File: src/rtl/boot_pkg.sv
// ---------------------------------------------------------------------------
// boot_pkg
//
// Shared definitions for the UART boot loader:
//   state_t          - boot loader FSM states
//   ACK_BYTE_DEFAULT - default byte sent after a successful load
//   ERR_BYTE_DEFAULT - default byte sent when the length is rejected
//   WORD_IDX_W       - width of the imem word index (covers 0..256)
// ---------------------------------------------------------------------------
package boot_pkg;

    typedef enum logic [2:0] {
        LEN_HI = 3'd0,
        LEN_LO = 3'd1,
        DATA   = 3'd2,
        WRITE  = 3'd3,
        ACK    = 3'd4,
        ERR_TX = 3'd5,
        RUN    = 3'd6,
        HALT   = 3'd7
    } state_t;

    localparam logic [7:0] ACK_BYTE_DEFAULT = 8'hAA;
    localparam logic [7:0] ERR_BYTE_DEFAULT = 8'hEE;

    localparam int WORD_IDX_W = 9;

endpackage

File: src/rtl/boot_loader_if.sv
// ---------------------------------------------------------------------------
// boot_loader_if
//
// Bundles the rx FIFO read side, the tx FIFO write side and the imem write
// port that the boot loader owns during boot.
//   uart_rx_data  rx FIFO head byte (first-word-fall-through)
//   empty         rx FIFO empty
//   uart_rd_en    pop the rx FIFO this cycle
//   uart_tx_data  byte to push into the tx FIFO
//   full          tx FIFO full
//   uart_wr_en    push uart_tx_data this cycle
//   imem_we       imem write strobe
//   imem_addr     word-aligned imem byte address
//   imem_wdata    imem write data
//
// master: the boot loader side. slave: the FIFO / memory side.
// ---------------------------------------------------------------------------
interface boot_loader_if #(
    parameter int ADDR_W = 10
);

    logic [7:0]        uart_rx_data;
    logic              empty;
    logic              uart_rd_en;
    logic [7:0]        uart_tx_data;
    logic              full;
    logic              uart_wr_en;
    logic              imem_we;
    logic [ADDR_W-1:0] imem_addr;
    logic [31:0]       imem_wdata;

    modport master (
        input  uart_rx_data,
        input  empty,
        input  full,
        output uart_rd_en,
        output uart_tx_data,
        output uart_wr_en,
        output imem_we,
        output imem_addr,
        output imem_wdata
    );

    modport slave (
        output uart_rx_data,
        output empty,
        output full,
        input  uart_rd_en,
        input  uart_tx_data,
        input  uart_wr_en,
        input  imem_we,
        input  imem_addr,
        input  imem_wdata
    );

endinterface

File: src/rtl/word_assembler.sv
// ---------------------------------------------------------------------------
// word_assembler
//
// Big-endian byte-to-word shift register. The first byte shifted in after
// reset (or after a completed word) ends up in bits [31:24].
//   clk      system clock
//   rst      synchronous active-high reset; clears word and byte count
//   byte_in  byte to shift in
//   shift    shift byte_in in and advance the byte count
//   word     assembled 32-bit word
//   last     high while the next shift completes a word (byte count == 3)
// ---------------------------------------------------------------------------
module word_assembler (
    input  logic        clk,
    input  logic        rst,
    input  logic [7:0]  byte_in,
    input  logic        shift,
    output logic [31:0] word,
    output logic        last
);

    logic [1:0] byte_cnt;

    // The counter wraps 3 -> 0 on the fourth shift, so no explicit clear is
    // needed between words.
    always_ff @(posedge clk) begin
        if (rst) begin
            word     <= '0;
            byte_cnt <= '0;
        end else if (shift) begin
            word     <= {word[23:0], byte_in};
            byte_cnt <= byte_cnt + 2'd1;
        end
    end

    assign last = (byte_cnt == 2'd3);

endmodule

File: src/rtl/boot_loader.sv
// ---------------------------------------------------------------------------
// boot_loader
//
// Loads a program from the UART rx FIFO into instruction memory and keeps
// the CPU in reset until the load finishes. Host protocol: a 2-byte
// big-endian word count N, then N big-endian 32-bit words.
// After a good load it sends ACK_BYTE and hands both FIFOs to the CPU as a
// combinational pass-through. A count above MAX_WORDS sends ERR_BYTE and
// halts with the CPU still in reset.
//
// Ports:
//   clk, rst          system clock, synchronous active-high reset
//   bus (master)      rx FIFO, tx FIFO and imem write port
//   cpu_uart_rd_en    CPU rx pop request (only honoured in RUN)
//   cpu_uart_tx_data  CPU tx byte (only honoured in RUN)
//   cpu_uart_wr_en    CPU tx push request (only honoured in RUN)
//   cpu_rst           active-high CPU reset
//   done              load complete, CPU running
//   error             length rejected, halted
// ---------------------------------------------------------------------------
module boot_loader
    import boot_pkg::*;
#(
    parameter int         MAX_WORDS = 256,
    parameter int         ADDR_W    = 10,
    parameter logic [7:0] ACK_BYTE  = ACK_BYTE_DEFAULT,
    parameter logic [7:0] ERR_BYTE  = ERR_BYTE_DEFAULT
) (
    input  logic                 clk,
    input  logic                 rst,
    boot_loader_if.master        bus,
    input  logic                 cpu_uart_rd_en,
    input  logic [7:0]           cpu_uart_tx_data,
    input  logic                 cpu_uart_wr_en,
    output logic                 cpu_rst,
    output logic                 done,
    output logic                 error
);

    state_t                  state;
    state_t                  state_next;

    logic [15:0]             len;
    logic [WORD_IDX_W-1:0]   word_idx;

    logic                    rd_en;
    logic                    wr_en;
    logic [7:0]              tx_data;
    logic                    we;
    logic                    shift;
    logic                    latch_hi;
    logic                    latch_lo;

    logic [31:0]             word;
    logic                    last;

    logic [15:0]             len_rx;
    logic [15:0]             last_idx;
    logic                    word_last;
    logic [WORD_IDX_W+1:0]   byte_addr;

    // Full count as it will look once the low byte currently at the FIFO
    // head is latched; lets LEN_LO decide its successor in the same cycle.
    assign len_rx    = {len[15:8], bus.uart_rx_data};

    // N is never 0 in WRITE (N==0 skips straight to ACK), so N-1 is safe.
    assign last_idx  = len - 16'd1;
    assign word_last = ({{(16-WORD_IDX_W){1'b0}}, word_idx} == last_idx);
    assign byte_addr = {word_idx, 2'b00};

    word_assembler u_word_assembler (
        .clk     (clk),
        .rst     (rst),
        .byte_in (bus.uart_rx_data),
        .shift   (shift),
        .word    (word),
        .last    (last)
    );

    always_ff @(posedge clk) begin
        if (rst) begin
            state    <= LEN_HI;
            len      <= '0;
            word_idx <= '0;
        end else begin
            state <= state_next;
            if (latch_hi) begin
                len[15:8] <= bus.uart_rx_data;
            end
            if (latch_lo) begin
                len[7:0] <= bus.uart_rx_data;
            end
            if (we) begin
                word_idx <= word_idx + 1'b1;
            end
        end
    end

    always_comb begin
        state_next = state;
        rd_en      = 1'b0;
        wr_en      = 1'b0;
        tx_data    = 8'h00;
        we         = 1'b0;
        shift      = 1'b0;
        latch_hi   = 1'b0;
        latch_lo   = 1'b0;

        case (state)
            LEN_HI: begin
                rd_en    = !bus.empty;
                latch_hi = !bus.empty;
                if (!bus.empty) begin
                    state_next = LEN_LO;
                end
            end

            LEN_LO: begin
                rd_en    = !bus.empty;
                latch_lo = !bus.empty;
                if (!bus.empty) begin
                    if (len_rx == 16'd0) begin
                        state_next = ACK;
                    end else if (len_rx > 16'(MAX_WORDS)) begin
                        state_next = ERR_TX;
                    end else begin
                        state_next = DATA;
                    end
                end
            end

            DATA: begin
                rd_en = !bus.empty;
                shift = !bus.empty;
                if (!bus.empty && last) begin
                    state_next = WRITE;
                end
            end

            WRITE: begin
                we         = 1'b1;
                state_next = word_last ? ACK : DATA;
            end

            // tx_data is held for the whole state so it stays stable while
            // the tx FIFO is full.
            ACK: begin
                tx_data = ACK_BYTE;
                wr_en   = !bus.full;
                if (!bus.full) begin
                    state_next = RUN;
                end
            end

            ERR_TX: begin
                tx_data = ERR_BYTE;
                wr_en   = !bus.full;
                if (!bus.full) begin
                    state_next = HALT;
                end
            end

            RUN: begin
                rd_en   = cpu_uart_rd_en;
                wr_en   = cpu_uart_wr_en;
                tx_data = cpu_uart_tx_data;
            end

            HALT: begin
                state_next = HALT;
            end

            default: begin
                state_next = LEN_HI;
            end
        endcase

        // While rst is held the registered state may still be stale, so the
        // FIFO and imem strobes are forced quiet independently of state.
        if (rst) begin
            rd_en    = 1'b0;
            wr_en    = 1'b0;
            tx_data  = 8'h00;
            we       = 1'b0;
            shift    = 1'b0;
            latch_hi = 1'b0;
            latch_lo = 1'b0;
        end
    end

    assign bus.uart_rd_en   = rd_en;
    assign bus.uart_wr_en   = wr_en;
    assign bus.uart_tx_data = tx_data;

    // Address and data are zeroed outside WRITE so imem sees a clean bus.
    assign bus.imem_we    = we;
    assign bus.imem_addr  = we ? ADDR_W'(byte_addr) : '0;
    assign bus.imem_wdata = we ? word : 32'h0;

    assign cpu_rst = rst || (state != RUN);
    assign done    = !rst && (state == RUN);
    assign error   = !rst && (state == HALT);

endmodule

File: src/flat_wrapper.sv
// flat-port wrapper written by rule: the top's interface ports become plain ports
module boot_loader_flat import boot_pkg::*;
#(
    parameter int         MAX_WORDS = 256,
    parameter int         ADDR_W    = 10,
    parameter logic [7:0] ACK_BYTE  = ACK_BYTE_DEFAULT,
    parameter logic [7:0] ERR_BYTE  = ERR_BYTE_DEFAULT
)
  (clk, rst, cpu_uart_rd_en, cpu_uart_tx_data, cpu_uart_wr_en, cpu_rst, done, error, bus_uart_rx_data, bus_empty, bus_full, bus_uart_rd_en, bus_uart_tx_data, bus_uart_wr_en, bus_imem_we, bus_imem_addr, bus_imem_wdata);
  boot_loader_if #(.ADDR_W(ADDR_W)) bus_i ();
  input  logic clk;
  input  logic rst;
  input  logic cpu_uart_rd_en;
  input  logic [7:0] cpu_uart_tx_data;
  input  logic cpu_uart_wr_en;
  output logic cpu_rst;
  output logic done;
  output logic error;
  input wire logic [$bits(bus_i.uart_rx_data)-1:0] bus_uart_rx_data;
  input wire logic [$bits(bus_i.empty)-1:0] bus_empty;
  input wire logic [$bits(bus_i.full)-1:0] bus_full;
  output wire logic [$bits(bus_i.uart_rd_en)-1:0] bus_uart_rd_en;
  output wire logic [$bits(bus_i.uart_tx_data)-1:0] bus_uart_tx_data;
  output wire logic [$bits(bus_i.uart_wr_en)-1:0] bus_uart_wr_en;
  output wire logic [$bits(bus_i.imem_we)-1:0] bus_imem_we;
  output wire logic [$bits(bus_i.imem_addr)-1:0] bus_imem_addr;
  output wire logic [$bits(bus_i.imem_wdata)-1:0] bus_imem_wdata;
  assign bus_i.uart_rx_data = bus_uart_rx_data;
  assign bus_i.empty = bus_empty;
  assign bus_i.full = bus_full;
  assign bus_uart_rd_en = bus_i.uart_rd_en;
  assign bus_uart_tx_data = bus_i.uart_tx_data;
  assign bus_uart_wr_en = bus_i.uart_wr_en;
  assign bus_imem_we = bus_i.imem_we;
  assign bus_imem_addr = bus_i.imem_addr;
  assign bus_imem_wdata = bus_i.imem_wdata;
  boot_loader #(.MAX_WORDS(MAX_WORDS), .ADDR_W(ADDR_W), .ACK_BYTE(ACK_BYTE), .ERR_BYTE(ERR_BYTE)) u_core (.clk(clk), .rst(rst), .bus(bus_i), .cpu_uart_rd_en(cpu_uart_rd_en), .cpu_uart_tx_data(cpu_uart_tx_data), .cpu_uart_wr_en(cpu_uart_wr_en), .cpu_rst(cpu_rst), .done(done), .error(error));
endmodule
File: config.mk
export PLATFORM = sky130hd
export DESIGN_NAME = boot_loader_flat
export DESIGN_NICKNAME = d
export VERILOG_FILES = /design/src/rtl/boot_pkg.sv /design/src/rtl/boot_loader_if.sv /design/src/rtl/word_assembler.sv /design/src/rtl/boot_loader.sv /design/src/flat_wrapper.sv
export SDC_FILE = /design/constraint.sdc
export NUM_CORES = 1
export LEC_CHECK = 0
export BUFFER_PORTS_ARGS = -buffer_cell sky130_fd_sc_hd__buf_2
export CAP_MARGIN = 20
export CORE_UTILIZATION = 35
export DETAILED_ROUTE_END_ITERATION = 12
export SETUP_SLACK_MARGIN = 0.1
export SLEW_MARGIN = 20
export SYNTH_ARGS = -nofsm -noshare
export SYNTH_HDL_FRONTEND = slang
export SYNTH_SLANG_ARGS = --single-unit
File: constraint.sdc
create_clock -name clk -period 2.7 [get_ports clk]
set_input_delay 0.54 -clock clk [delete_from_list [all_inputs] [get_ports clk]]
set_output_delay 0.54 -clock clk [all_outputs]
set_load 0.005 [all_outputs]
==> flow_metrics.env <==
export IMPL_ant_nets=0
export IMPL_rsz0062_at_grt="false"
export IMPL_cp_required_ps=2940
export IMPL_place_congestion=0.808
export IMPL_setup_viol=0
export IMPL_switching_share_pct=26.4
export IMPL_synth_edf_count=0
export IMPL_p_int_uw=1620
export IMPL_clkSinkCount=62
export IMPL_num_antenna_cells=0
export IMPL_synth_top_area_cell="dfxtp_1"
export IMPL_num_vias=3069
export IMPL_drc=0
export IMPL_finalCritPeriodShare_pct=88.5
export IMPL_sequentialPowerShare_pct=44.5
export IMPL_cp_end_kind="register"
export IMPL_totalWireLength_mm=8.21
export IMPL_fin_ws_ps=311
export IMPL_dieArea_um2=9920
export IMPL_power_density_nw_per_um2=546
export IMPL_worstSetupPathType="reg -> reg"
export IMPL_status="finished, final reports clean"
export IMPL_cp_arrival_ps=2620
export IMPL_power_total_uw=2200
export IMPL_ios=78
export IMPL_cp_max_fo=8
export IMPL_async_flop_share_pct=0
export IMPL_htree_levels=3
export IMPL_comb_power_share_pct=14.2
export IMPL_fmax_mhz=419
export IMPL_antenna_found_initial=0
export IMPL_syn_mean_instance_area_um2=7.64
export IMPL_holdWs_ps=475
export IMPL_clock_skew_ps=7.83
export IMPL_cts_root_buffer="clkbuf_8"
export IMPL_cts_tree="yes"
export IMPL_cts_resized=0
export IMPL_grt_max_degree=68
export IMPL_ff2ff_setup_slack_ps=310
export IMPL_max_slew_margin_rel_pct=57.4
export IMPL_portBuffers=75
export IMPL_core_area_um2=9240
export IMPL_clk_path_buf_depth=2
export IMPL_ys_flop_type="dfxtp_1"
export IMPL_path_clk_slew_ps=70
export IMPL_start_kind="register"
export IMPL_grt_pass1_vias=2760
export IMPL_vdd_drop_max_mv=0.238
export IMPL_grt_usage_pct=17.4
export IMPL_std_cell_rows=35
export IMPL_dieWidth_um=99.6
export IMPL_cts_buffers_inserted=9
export IMPL_nets=522
export IMPL_synthTopCellsByCount="67 x nand2_1, 62 x dfxtp_1, 43 x nor2_1, 37 x o21ai_0, 36 x nand2b_1"
export IMPL_die_y_um=99.6
export IMPL_netlist_top_cells_area="dfxtp_1 37%, nand2_1 7.5%, nand2b_1 6.8%"
export IMPL_tightest_slew_ps=636
export IMPL_vias_per_cell=4.86
export IMPL_synth_most_common_cell="nand2_1"
export IMPL_syn2layout_area_growth_pct=20.7
export IMPL_routedWlPerCell_um=13.0
export IMPL_synth_top_area_share_pct=37.2
export IMPL_finalHoldViolations=0
export IMPL_layout_min_cycle_time_ps=2390
export IMPL_grt_pass1_wl_mm=13.7
export IMPL_clock_latency_ps=340
export IMPL_power_switching_uw=579
export IMPL_slew_violations=0
export IMPL_drive_above_1_share_pct=21.5
export IMPL_firstDrtPassIters=4
export IMPL_synth_ff_latch_count=62
export IMPL_yosysUniqueCellTypes=48
export IMPL_fin_setup_tns_ps=0
export IMPL_dp_slack_ps=189
export IMPL_hp_class="in -> reg"
export IMPL_start_util_pct=36.1
export IMPL_dp_hpwl_mm=5.79
export IMPL_ys_seq_area_share_pct=37.2
export IMPL_maxCapViolCount=0
export IMPL_synthCells=436
export IMPL_drt_iter0_drc=169
export IMPL_ctsHoldBuffers=0
export IMPL_netlist_area_um2=3330
export IMPL_leakage_uw=0.00169
export IMPL_yosysWarnings=0
export IMPL_gr_total_overflow=0
export IMPL_p_clk_share_pct=41.2
export IMPL_post_cts_buffers=0
==> flip-flops by register name, summed over array words and instances (netlist names) <==
register	count
u_core.len	16
u_core.state	3
u_core.u_word_assembler.byte_cnt	2
u_core.u_word_assembler.word	32
u_core.word_idx	9
==> power groups by stage <==
stage          combinational [µW]  clock [µW]  sequential (µW)
3_5_place_dp                  311           0              998
6_report                      313         905              978
5_1_grt                       350         978              983
2_1_floorplan                 254           0              975
3_3_place_gp                  309           0              997
4_1_cts                       313         929              977
==> routing by layer <==
metal,vias up,GRT usage [%],part of all wire (%)
met1,1426,23.2,48
li1,1568,-,-
met2,66,27.2,45
met4,0,6.90,1.4
met5,-,0,0
met3,9,4.22,5.6
==> final timing paths <==
| kind | to | start | cells past startpoint |
|---|---|---|---|
| setup reg to reg | u_core.state[1] | u_core.len[0] | 8 |
| hold / removal | u_core.u_word_assembler.word[4] | bus_uart_rx_data[4] | 3 |
| setup / recovery | u_core.state[1] | u_core.len[0] | 8 |
| hold reg to reg | u_core.u_word_assembler.word[9] | u_core.u_word_assembler.word[1] | 2 |
==> critical path: stages, from the launching register on <==
cell     delay, ps
dfxtp_4        400
inv_1           50
ha_1           300
xnor2_1        130
or4_1          410
nor3_1         170
nand4_1        110
or4_1          530
o21a_1         210
==> logic make-up (layout without fill, tap and decap cells) <==
family,count (synthesis),after routing,share of synthesized area [%]
xor+xnor,24,24,6.31
simple gates,221,221,34.2
mux,10,10,3.04
flops,62,62,37.2
compound gates,77,77,13.1
other cells,1,2,0.113
fa+ha+maj,3,3,1.13
buf+inv,38,103,4.88
==> layout by cell type (no fill, tap or decap), types with 4 or more instances in the layout <==
| cell type | count |
|---|---|
| dfxtp_1 | 60 |
| nand2b_1 | 36 |
| xnor2_1 | 15 |
| nand4_1 | 4 |
| or4_1 | 4 |
| nand2_1 | 67 |
| nor2_1 | 43 |
| nor3_1 | 5 |
| a21oi_1 | 21 |
| clkbuf_8 | 10 |
| xor2_1 | 9 |
| inv_1 | 6 |
| nor4_1 | 4 |
| o21ai_0 | 37 |
| and3_1 | 5 |
| mux2i_1 | 9 |
| buf_2 | 75 |
| nand3_1 | 5 |
| and2_1 | 32 |
| buf_4 | 5 |
==> through the flow <==
step                      instances  utilization (%)  area, µm²
final                           631             43.5       4020
after global routing            631             43.5       4020
after CTS                       631             43.5       4020
after detailed placement        615             41.1       3800
after global placement          615             41.1       3800
after floorplan                 437                -       3340
==> area by class of cell <==
| cell class | count | area [µm²] |
|---|---|---|
| Inverter | 6 | 22.5 |
| Clock inverter | 6 | 85.1 |
| Clock buffer | 10 | 138 |
| Timing Repair Buffer | 81 | 433 |
| Sequential cell | 62 | 1250 |
| Fill cell | 954 | 5220 |
| Multi-Input combinational cell | 337 | 1940 |
| Tap cell | 129 | 161 |
No activity file was read; power rests on OpenSTA's default activity.
